==> src/rtl/prga_decrypt_if.sv <==
// Memory-side bus of the RC4 PRGA decrypter: S-memory, encrypted-message ROM
// and decrypted-message RAM ports.
interface prga_decrypt_if #(
    parameter int unsigned MSG_LENGTH = 32
);
    localparam int unsigned AW = (MSG_LENGTH > 1) ? $clog2(MSG_LENGTH) : 1;

    logic [7:0]    s_address;
    logic [7:0]    s_data;
    logic          s_wren;
    logic [7:0]    s_q;
    logic [AW-1:0] rom_address;
    logic [7:0]    rom_q;
    logic [AW-1:0] ram_address;
    logic [7:0]    ram_data;
    logic          ram_wren;

    modport master (
        output s_address, s_data, s_wren, rom_address, ram_address, ram_data, ram_wren,
        input  s_q, rom_q
    );

    modport slave (
        input  s_address, s_data, s_wren, rom_address, ram_address, ram_data, ram_wren,
        output s_q, rom_q
    );
endinterface

==> src/rtl/prga_decrypt.sv <==
// RC4 pseudo-random generation stage: walks the already shuffled S memory,
// XORs the keystream with the encrypted ROM and writes the plaintext to RAM.
// Memories have two-edge read latency, so every read is RD -> WT -> CP.
module prga_decrypt #(
    parameter int unsigned MSG_LENGTH = 32
) (
    input  logic          CLOCK_50,
    input  logic          reset,
    input  logic          start,
    output logic          done,
    prga_decrypt_if.master mem
);
    localparam int unsigned AW     = (MSG_LENGTH > 1) ? $clog2(MSG_LENGTH) : 1;
    localparam logic [7:0]  K_LAST = 8'(MSG_LENGTH - 1);

    typedef enum logic [3:0] {
        IDLE, RD_SI, WT_SI, CP_SI, RD_SJ, WT_SJ, CP_SJ, WR_SI, WR_SJ,
        RD_F, WT_F, CP_F, WR_RAM, NEXT, DONE
    } state_t;

    state_t     state_q;
    logic [7:0] i_q, j_q, k_q, si_q, sj_q, f_q;
    logic [7:0] j_d;

    // j advances by S[i] as soon as S[i] arrives; the same sum addresses S[j]
    assign j_d = j_q + mem.s_q;

    // plaintext byte is held in f and presented straight from that register
    assign mem.ram_data = f_q;

    // sequencer: one state per cycle, outputs registered for the state being entered
    always_ff @(posedge CLOCK_50 or negedge reset) begin
        if (!reset) begin
            state_q         <= IDLE;
            i_q             <= '0;
            j_q             <= '0;
            k_q             <= '0;
            si_q            <= '0;
            sj_q            <= '0;
            f_q             <= '0;
            done            <= 1'b0;
            mem.s_address   <= '0;
            mem.s_data      <= '0;
            mem.s_wren      <= 1'b0;
            mem.rom_address <= '0;
            mem.ram_address <= '0;
            mem.ram_wren    <= 1'b0;
        end else begin
            mem.s_wren   <= 1'b0;
            mem.ram_wren <= 1'b0;
            unique case (state_q)
                IDLE: begin
                    if (start) begin
                        i_q           <= 8'd1;
                        j_q           <= '0;
                        k_q           <= '0;
                        mem.s_address <= 8'd1;
                        state_q       <= RD_SI;
                    end
                end
                RD_SI: state_q <= WT_SI;
                WT_SI: state_q <= CP_SI;
                CP_SI: begin
                    si_q          <= mem.s_q;
                    j_q           <= j_d;
                    mem.s_address <= j_d;
                    state_q       <= RD_SJ;
                end
                RD_SJ: state_q <= WT_SJ;
                WT_SJ: state_q <= CP_SJ;
                CP_SJ: begin
                    sj_q          <= mem.s_q;
                    mem.s_address <= i_q;
                    mem.s_data    <= mem.s_q;
                    mem.s_wren    <= 1'b1;
                    state_q       <= WR_SI;
                end
                WR_SI: begin
                    mem.s_address <= j_q;
                    mem.s_data    <= si_q;
                    mem.s_wren    <= 1'b1;
                    state_q       <= WR_SJ;
                end
                WR_SJ: begin
                    // pre-swap values; their sum equals S[i]+S[j] after the swap
                    mem.s_address   <= si_q + sj_q;
                    mem.rom_address <= AW'(k_q);
                    state_q         <= RD_F;
                end
                RD_F: state_q <= WT_F;
                WT_F: state_q <= CP_F;
                CP_F: begin
                    f_q             <= mem.s_q ^ mem.rom_q;
                    mem.ram_address <= AW'(k_q);
                    mem.ram_wren    <= 1'b1;
                    state_q         <= WR_RAM;
                end
                WR_RAM: state_q <= NEXT;
                NEXT: begin
                    if (k_q == K_LAST) begin
                        done    <= 1'b1;
                        state_q <= DONE;
                    end else begin
                        k_q           <= k_q + 8'd1;
                        i_q           <= i_q + 8'd1;
                        mem.s_address <= i_q + 8'd1;
                        state_q       <= RD_SI;
                    end
                end
                DONE: begin
                    if (!start) begin
                        done    <= 1'b0;
                        state_q <= IDLE;
                    end
                end
                default: state_q <= IDLE;
            endcase
        end
    end
endmodule

==> src/flat_wrapper.sv <==
// flat-port wrapper written by rule: the top's interface ports become plain ports
module prga_decrypt_flat 
#(
    parameter int unsigned MSG_LENGTH = 32
)
  (CLOCK_50, reset, start, done, mem_s_address, mem_s_data, mem_s_wren, mem_rom_address, mem_ram_address, mem_ram_data, mem_ram_wren, mem_s_q, mem_rom_q);
  prga_decrypt_if #(.MSG_LENGTH(MSG_LENGTH)) mem_i ();
  input  logic CLOCK_50;
  input  logic reset;
  input  logic start;
  output logic done;
  output wire logic [$bits(mem_i.s_address)-1:0] mem_s_address;
  output wire logic [$bits(mem_i.s_data)-1:0] mem_s_data;
  output wire logic [$bits(mem_i.s_wren)-1:0] mem_s_wren;
  output wire logic [$bits(mem_i.rom_address)-1:0] mem_rom_address;
  output wire logic [$bits(mem_i.ram_address)-1:0] mem_ram_address;
  output wire logic [$bits(mem_i.ram_data)-1:0] mem_ram_data;
  output wire logic [$bits(mem_i.ram_wren)-1:0] mem_ram_wren;
  input wire logic [$bits(mem_i.s_q)-1:0] mem_s_q;
  input wire logic [$bits(mem_i.rom_q)-1:0] mem_rom_q;
  assign mem_s_address = mem_i.s_address;
  assign mem_s_data = mem_i.s_data;
  assign mem_s_wren = mem_i.s_wren;
  assign mem_rom_address = mem_i.rom_address;
  assign mem_ram_address = mem_i.ram_address;
  assign mem_ram_data = mem_i.ram_data;
  assign mem_ram_wren = mem_i.ram_wren;
  assign mem_i.s_q = mem_s_q;
  assign mem_i.rom_q = mem_rom_q;
  prga_decrypt #(.MSG_LENGTH(MSG_LENGTH)) u_core (.CLOCK_50(CLOCK_50), .reset(reset), .start(start), .done(done), .mem(mem_i));
endmodule
==> config.mk <==
export PLATFORM = sky130hd
export DESIGN_NAME = prga_decrypt_flat
export DESIGN_NICKNAME = d
export VERILOG_FILES = /design/src/rtl/prga_decrypt_if.sv /design/src/rtl/prga_decrypt.sv /design/src/flat_wrapper.sv
export SDC_FILE = /design/constraint.sdc
export NUM_CORES = 1
export LEC_CHECK = 0
export BUFFER_PORTS_ARGS = -buffer_cell sky130_fd_sc_hd__buf_2
export CELL_PAD_IN_SITES_DETAIL_PLACEMENT = 0
export CELL_PAD_IN_SITES_GLOBAL_PLACEMENT = 1
export CORE_MARGIN = 10
export CORE_UTILIZATION = 35
export CTS_CLUSTER_SIZE = 30
export DETAILED_ROUTE_END_ITERATION = 8
export PLACE_DENSITY = 0.68
export SYNTH_ARGS = -nofsm -noshare
export SYNTH_HDL_FRONTEND = slang
export SYNTH_SLANG_ARGS = --single-unit
export TNS_END_PERCENT = 1
==> constraint.sdc <==
create_clock -name CLOCK_50 -period 4.6 [get_ports CLOCK_50]
set_clock_uncertainty 0.15 [all_clocks]
set_input_delay 0.69 -clock CLOCK_50 [delete_from_list [all_inputs] [get_ports CLOCK_50]]
set_output_delay 0.69 -clock CLOCK_50 [all_outputs]
set_load 0.005 [all_outputs]
==> results of run 1 <==
[cell usage in the layout (no fill, tap or decap), drive strengths merged, types with 5 or more instances in the layout]
| cell | instances |
|---|---|
| buf | 58 |
| nor3 | 7 |
| nor2 | 26 |
| nand3 | 7 |
| o22ai | 6 |
| a211oi | 6 |
| nand2 | 92 |
| o21ai | 44 |
| mux2i | 11 |
| ha | 16 |
| a21o | 7 |
| a21oi | 15 |
| xor2 | 9 |
| o211ai | 5 |
| xnor2 | 15 |
| mux2 | 13 |
| clkbuf | 14 |
| dfrtp | 81 |
| inv | 8 |
[how the worst max path moves through the flow]
stage                         endpoint               from  slack [ps]
4_1_cts        u_core.mem.s_address[7]  u_core.state_q[0]        1910
5_1_grt        u_core.mem.s_address[7]  u_core.state_q[0]        1600
3_3_place_gp   u_core.mem.s_address[6]         mem_s_q[0]        1890
3_5_place_dp   u_core.mem.s_address[6]         mem_s_q[0]        1900
6_report       u_core.mem.s_address[7]  u_core.state_q[0]        1910
2_1_floorplan  u_core.mem.s_address[4]         mem_s_q[0]        2210
[sequential cells by signal, indices dropped and copies added, names as in the netlist]
signal / count
u_core.done: 1
u_core.i_q: 8
u_core.j_q: 8
u_core.k_q: 8
u_core.mem.ram_address: 5
u_core.mem.ram_data: 8
u_core.mem.ram_wren: 1
u_core.mem.rom_address: 5
u_core.mem.s_address: 8
u_core.mem.s_data: 8
u_core.mem.s_wren: 1
u_core.si_q: 8
u_core.sj_q: 8
u_core.state_q: 4
[cells by family after synthesis]
logic type      after synthesis  share of synthesized area [%]
simple gates                162                           17.6
buf+inv                      28                           3.01
compound gates              113                           16.7
xor+xnor                     24                           4.98
fa+ha+maj                    18                           5.50
flops                        81                           46.4
mux                          24                           5.87
[power groups by stage]
stage | logic, mW | clock network, mW | registers (mW)
final | 1.46 | 0.683 | 1.33
after global routing | 1.65 | 0.731 | 1.38
after CTS | 1.47 | 0.700 | 1.32
after detailed placement | 1.47 | 0 | 1.33
after global placement | 1.45 | 0 | 1.33
after floorplan | 1.11 | 0 | 1.21
[per-layer routing]
layer	track usage [%]	part of all wire, %
met3	3.89	5.7
met2	20.0	43
met4	4.82	1.5
met1	19.2	50
met5	0	0
[layout make-up]
class	instances	area [sq um]
Clock buffer	14	264
Clock inverter	2	12.5
Fill cell	1225	7060
Inverter	8	30.0
Multi-Input combinational cell	341	2210
Sequential cell	81	2030
Tap cell	168	210
Timing Repair Buffer	58	300
[per-stage QoR]
step           instances  total power [mW]  util, %
2_1_floorplan        450              2.32        -
3_3_place_gp         656              2.77     39.5
3_5_place_dp         656              2.80     39.5
4_1_cts              672              3.50     41.7
5_1_grt              672              3.75     41.7
6_report             672              3.47     41.7
[synthesized netlist by cell type, drive strengths merged, types with 3 or more instances]
master,count,share of area [%]
dfrtp,81,46
nand4,4,0.57
xor2,9,2.0
a221oi,3,0.60
mux2i,11,2.5
nand3,7,0.80
inv,8,0.69
nor4,3,0.43
o31ai,4,0.69
a21oi,15,1.7
and3,4,0.57
a21o,7,1.2
nor2b,3,0.43
a211oi,6,1.0
o22ai,6,0.86
ha,16,4.6
nand2b,4,0.57
o211ai,5,0.86
mux2,13,3.3
a31oi,4,0.72
nand2,92,8.0
xnor2,15,3.0
nor3,7,0.92
o21ai,44,5.2
buf,18,2.1
nor2,26,2.3
[tightest hold or removal path, delay by kind of cell (launching register included)]
| family | cells | cell delay [ps] |
|---|---|---|
| flops | 1 | 330 |
| simple gates | 2 | 100 |
==> results.txt, run 1 <==
The flow ran to the end, and the final reports show no timing, DRC or antenna violations. Along the worst path, the maximum fanout reaches 17. The required time of the worst setup path came out at 4710 ps. The setup path with the least slack is of type flip-flop to flip-flop.

Among all stages on the critical path, the largest delay is contributed by sky130_fd_sc_hd__dfrtp_1. The total via count in the routed design is 3520. The number of endpoints with negative hold slack in the final report is 0. The transition time of the tightest slew-check pin is around 1100 ps. The DRC violation count after routing is 0. The via count of the first global-routing pass came out at about 3500.

The cell count after synthesis came out at between 400 and 500. The count of maximum capacitance violations is 0. The number of setup buffers added after CTS is 0.

The largest vdd supply drop is approximately 0.19 mV. Internal power comes to about 2.1 mW. The most used flip-flop cell after synthesis is sky130_fd_sc_hd__dfrtp_1. The clock root buffer master is sky130_fd_sc_hd__clkbuf_16. The cell family contributing the most delay on the critical path is simple AND/OR/NAND/NOR gates.

The core box area came out at around 0.012 sq mm. The routability congestion estimate is about 0.89. The fraction of power spent switching nets came out at roughly 41%. The maximum number of pins on one net before global-route repair is 82. The startpoint identified for the worst register-to-register timing path is u_core.state_q[0]. The switching power came out at 1.41 mW. The vertical extent of the die is approximately 130 um. The fraction of power consumed by sequential logic is a little under two fifths. The tightest min-delay check is of the flip-flop to flip-flop type.

The proportion of synthesized chip area in sequential cells is between 40% and 50%. The area of all placed cells without fillers came out at around 0.0051 sq mm. The yosys synthesis warning count is 0. The count of buffer and inverter cells on the critical path is 1. The average footprint of a synthesized cell is just under 10 sq um.

The data arrival time at the worst-slack endpoint came out at 2800 ps. The starting density of the core is 36.1%. The first-pass iteration count of the detailed router came out at 5. The full die area came out at 0.0174 sq mm. The I/O pin count is 56. The post-route setup TNS came out at 0 ps. The share of the clock period used by the worst path came out at between 50% and 60%. The slack of the critical path is between 1500 and 2000 ps.

The analysis attributes to cell leakage a power of 2.44 nW. After synthesis the cells add up to between 0.004 and 0.005 sq mm. The length in cells of the worst reg-to-reg path came out at 7. The minimum hold slack is 315 ps.

The critical path depth came out at 7. The final-report max-slew violation count is 0. Counting the buffers created by CTS gives 9. The worst hold path passes through 2 cells. The worst register-to-register path ends at u_core.mem.s_address[7]. The number of library cell types mapped by synthesis is 60. The post-CTS clock slew at the launch and capture registers of the worst setup and hold paths came out at about 60 ps. The worst hold path terminates at u_core.mem.ram_address[4]. The count of antenna diodes in the layout is 0. The area growth from synthesis to layout came out at 15.7%. The placed wire-length estimate after detailed placement came out at ~8500 um. In this run the power density over the cells is 686 mW/mm^2. The per-cell via count in the routed design is about 5.2. STA classifies the critical path startpoint as a flip-flop. When the netlist entered floorplanning its net count stood at a little under 500. The post-detailed-route wirelength per cell is 17.5 um. In this run the number of H-tree levels came out at 3.

The initial antenna violation count came to 0. The tree built by TritonCTS fans out to 81 sinks. Yosys mapped a number of flops with a built-in enable equal to 0. The count of nets after finishing came out at roughly 540.

The clock tree from TritonCTS is yes. The share of flip-flops with an asynchronous set or reset after synthesis came out at 100%. The number of buffers between clock root and the deepest sink is 2.

The floorplan step set the die width to 132 um. The wire length of the first global-routing pass is roughly 19000 um. The floorplan row count came out at 40.

The worst slack at placement is 1900 ps. In this run the most critical hold path is launched from u_core.mem.ram_address[4]. The number of synthesized register bits came out at slightly above 80. The post-cts sizing count came out at 0. The violation count after the first detailed-routing iteration came out at between 300 and 400. Setup repair after global routing left no endpoint under its margin.

The total routing usage reported by global routing came out at between 10 and 15%. The overall overflow remaining after global route is 0. Headroom to the max-slew limit came out at ~29%. The delay of the slowest critical-path stage came out at 710 ps. Setup violations remaining at the end of the flow were counted as 0. The routed design could run at a clock period as short as between 2000 and 3000 ps. The worst setup path is captured at a flip-flop. The total length of routed wires is approximately 12000 um. The achievable frequency is about 0.37 GHz.

The clock latency of the later-clocked register in the worst-skew pair came out at ~350 ps. The share of post-route cells with drive strength above 1 is 16.7%. In this run the register-to-register setup slack is between 1500 and 2000 ps. The final antenna-violating net count came out at 0. Traced cell by cell, the critical path runs through buf_4, nand4b_4, nor2_1, nand2_1, o21ai_1, a2bb2oi_1, o211ai_1. The number of buffers inserted for hold repair after clock tree synthesis came out at 0.

Once placement finished, the instance area stood at 0.00478 sq mm. The quantity of I/O buffers inserted on ports came out at 55. The clock network fraction of design power is between 10% and 20%. The share of total power dissipated in combinational logic is a little over two fifths.
No activity file was read; power rests on OpenSTA's default activity.
==> inputs of run 2 (changes only) <==
- ABC_AREA: unset -> 1
- PLACE_DENSITY: 0.68 -> 0.7
- clock period: 4.6 -> 2.65 ns (I/O delays scaled with it)
==> results.txt, run 2 <==
The yosys synthesis warning count came out at 0 (unchanged). Top library cells by usage in the layout, fill and taps aside: 192 x sky130_fd_sc_hd__nand2_1, 81 x sky130_fd_sc_hd__dfrtp_1, 55 x sky130_fd_sc_hd__inv_1, 54 x sky130_fd_sc_hd__buf_2, 49 x sky130_fd_sc_hd__o21ai_0 (was 91 x sky130_fd_sc_hd__nand2_1, 81 x sky130_fd_sc_hd__dfrtp_1, 54 x sky130_fd_sc_hd__buf_2, 30 x sky130_fd_sc_hd__o21ai_1, 25 x sky130_fd_sc_hd__nor2_1). The DRC violation count after routing was 0 (unchanged).

The area growth from synthesis to layout is 17.6% (was 15.7%). The required time of the worst setup path came out at 2730 ps (was 4710 ps). The most frequently used cell type in the post-synthesis netlist was sky130_fd_sc_hd__nand2_1 (unchanged). The full die area came out at 0.0171 sq mm (was 0.0174 sq mm). The maximum number of pins on one net before global-route repair came out at 47 (was 82). The clock buffer count from CTS came out at 9 (unchanged). The total of fill cells in the finished design came out at 1232 (was 1225). The H-tree depth is 3 (unchanged). The wire length of the first global-routing pass came out at 18500 um (was 19300 um). The average footprint of a synthesized cell is 7.81 sq um (was 9.71 sq um).

The achievable frequency was 0.476 GHz (was 0.372 GHz). The number of endpoints with negative hold slack in the final report came out at 0 (unchanged). The post-CTS clock slew at the launch and capture registers of the worst setup and hold paths came out at 60 ps (about the same).

The post-synth net total is 586 (was 487). The static power due to leakage was 2.66 nW (was 2.44 nW). The clock tree from TritonCTS is yes (unchanged).

The final antenna-violating net count is 0 (unchanged). The overall overflow remaining after global route came out at 0 (unchanged). The launching element type of the critical path is a flip-flop (unchanged). The number of synthesized register bits came to 81 (unchanged). The total power divided by cell area came out at 1130 mW/mm^2 (was 686 mW/mm^2). The reg-to-reg setup timing slack is 550 ps (was 1910 ps). The quantity of I/O buffers inserted on ports is 55 (unchanged).

The initial antenna violation count is 0 (unchanged). The count of nets after finishing came out at 650 (was 536). The core box area is 0.0120 sq mm (was 0.0121 sq mm). The proportion of synthesized chip area in sequential cells came to 47.3% (was 46.4%). The transition time of the tightest slew-check pin is 618 ps (was 1070 ps). The share of flip-flops with an asynchronous set or reset after synthesis was 100% (unchanged). The share of the clock period used by the worst path is 79.2% (was 58.5%). The die boundary width is 131 um (was 132 um). The number of library cell types mapped by synthesis is 31 (was 60). The cell type with the largest total area after synthesis is sky130_fd_sc_hd__dfrtp_1 (unchanged).

The type of the setup path with the least slack is flip-flop to flip-flop (unchanged). Outcome: completed (unchanged). The commonest register cell after synthesis was sky130_fd_sc_hd__dfrtp_1 (unchanged). The violation count after the first detailed-routing iteration came out at 243 (was 389). The post-detailed-route wirelength per cell is 14.9 um (was 17.5 um).

Top cells by area, synth: sky130_fd_sc_hd__dfrtp_1 47%, sky130_fd_sc_hd__nand2_1 17%, sky130_fd_sc_hd__o21ai_0 5.7% (was sky130_fd_sc_hd__dfrtp_1 46%, sky130_fd_sc_hd__nand2_1 7.8%, sky130_fd_sc_hd__ha_1 4.6%). The via count of the first global-routing pass came to 3666 (was 3475). The largest fanout on the critical path came out at 4 (was 17). The sink count of the clock tree came out at 81 (unchanged). The path class of the lowest-slack min-delay path is input port to flip-flop (was flip-flop to flip-flop). The count of maximum capacitance violations came out at 0 (unchanged). The post-cts sizing count was 0 (unchanged).

The placed wire-length estimate after detailed placement is 8500 um (was 8470 um). The clock latency of the later-clocked register in the worst-skew pair came to 350 ps (about the same). The worst slack at placement was 550 ps (was 1900 ps).

The number of buffers between clock root and the deepest sink is 2 (unchanged). The number of synthesized flops with an enable pin is 0 (unchanged). The combined area of all synthesized cells is 0.00429 sq mm (was 0.00437 sq mm). The overall power consumption came out at 5.69 mW (was 3.47 mW).

The final-report max-slew violation count came out at 0 (unchanged). The area used by multi-input combinational logic came out at 0.00199 sq mm (was 0.00221 sq mm). The leading cell type in the layout, fill and taps excluded is sky130_fd_sc_hd__nand2_1 (unchanged).

The share of Yosys cell area claimed by the top area cell type is 47.3% (was 46.4%). The clock root buffer master is sky130_fd_sc_hd__clkbuf_16 (unchanged). The total length of routed wires is 11400 um (was 11800 um). The floorplan row count is 40 (unchanged). The post-route setup TNS came out at 0 ps (unchanged). The number of setup violations in the final report came out at 0 (unchanged).

The per-cell via count in the routed design came to 4.88 (was 5.24). The slack of the critical path is 550 ps (was 1910 ps). Most frequent cells after synthesis: 192 x sky130_fd_sc_hd__nand2_1, 81 x sky130_fd_sc_hd__dfrtp_1, 55 x sky130_fd_sc_hd__inv_1 (was 91 x sky130_fd_sc_hd__nand2_1, 81 x sky130_fd_sc_hd__dfrtp_1, 30 x sky130_fd_sc_hd__o21ai_1). The data arrival time at the worst-slack endpoint came out at 2180 ps (was 2800 ps).

The total routing usage reported by global routing is 13.9% (was 13.8%). The normalized max-slew margin was 58.8% (was 28.7%). The minimum clock period came to 2100 ps (was 2690 ps).

The largest vdd supply drop is 0.402 mV (was 0.185 mV). The share of post-route cells with drive strength above 1 came out at 15.9% (was 16.7%). The routability congestion estimate came out at 0.846 (was 0.894). The starting density of the core is 35.7% (was 36.1%). The total via count in the routed design is 3727 (was 3520). The first-pass iteration count of the detailed router came to 4 (was 5).

The vertical extent of the die is 131 um (was 132 um). The count of antenna diodes in the layout was 0 (unchanged). RSZ-0062 raised after global routing: false (unchanged). The endpoint kind of the worst setup timing path is a flip-flop (unchanged). The synthesized netlist cell count came out at 549 (was 450). The area of all sequential standard cells came to 0.00203 sq mm (unchanged).

The I/O pin count came to 56 (unchanged).
## run 2: cell type report
type                    instances  area share [%]
clock buffers                  10            4.74
clock inverters                 5           0.645
inverters                      63            4.69
multi-input cells             397            39.4
flip-flops and latches         81            40.2
well taps                     147            3.65
repair buffers                 61            6.70
## run 2: metal layers
layer	up-vias	global-route usage, %	share of wire (%)
li1	1894	-	-
met1	1742	18.7	50
met2	75	21.3	43
met3	16	2.86	5.7
met4	0	5.69	1.8
met5	-	0	0
## run 2: logic make-up (layout without fill, tap and decap cells)
group | after synthesis | count (layout) | share of synthesized area (%)
adders and majority gates | 18 | 18 | 5.60
buffers and inverters | 71 | 139 | 6.39
xor gates and xnor gates | 13 | 13 | 2.66
AOI/OAI and AO/OA | 74 | 74 | 9.11
and+or+nand+nor | 292 | 292 | 29.0
DFF | 81 | 81 | 47.3
## run 2: power by group
part	internal [mW]	switching, mW
Sequential	1.74	0.342
Clock	0.651	0.508
Combinational	0.932	1.52
Total	3.32	2.37
## run 2: path summary, 6_finish.rpt
check,startpoint,endpoint,depth (start not counted)
setup / recovery,u_core.sj_q[0],u_core.mem.s_address[2],7
hold / removal,mem_s_q[0],u_core.si_q[0],3
setup reg to reg,u_core.sj_q[0],u_core.mem.s_address[2],7
hold reg to reg,u_core.done,u_core.done,2
max in group asynchronous,reset,u_core.si_q[0],3
min in group asynchronous,reset,u_core.mem.s_address[6],2
## run 2: stage by stage
stage | utilization [%] | instances | area [sq um] | hold WS (ps)
after floorplan | - | 549 | 4290 | -48.1
after global placement | 39.6 | 748 | 4760 | 304
after detailed placement | 39.6 | 748 | 4760 | 311
after CTS | 42.0 | 764 | 5040 | 164
after global routing | 42.0 | 764 | 5040 | 197
final | 42.0 | 764 | 5040 | 175
## run 2: critical path, stage by stage, from the launching register on
cell and delay (ps):
sky130_fd_sc_hd__dfrtp_1 390, sky130_fd_sc_hd__ha_1 230, sky130_fd_sc_hd__fa_1 420, sky130_fd_sc_hd__or2_2 320, sky130_fd_sc_hd__nand3_1 110, sky130_fd_sc_hd__o211ai_1 90
sky130_fd_sc_hd__o21ai_1 200, sky130_fd_sc_hd__nand2_1 70
## run 2: what timing repair did
action	4_1_cts	5_1_grt
endpoints found under the hold margin	45	0
setup endpoints to repair	0	0
buffers inserted	0	0
hold buffers	1	0
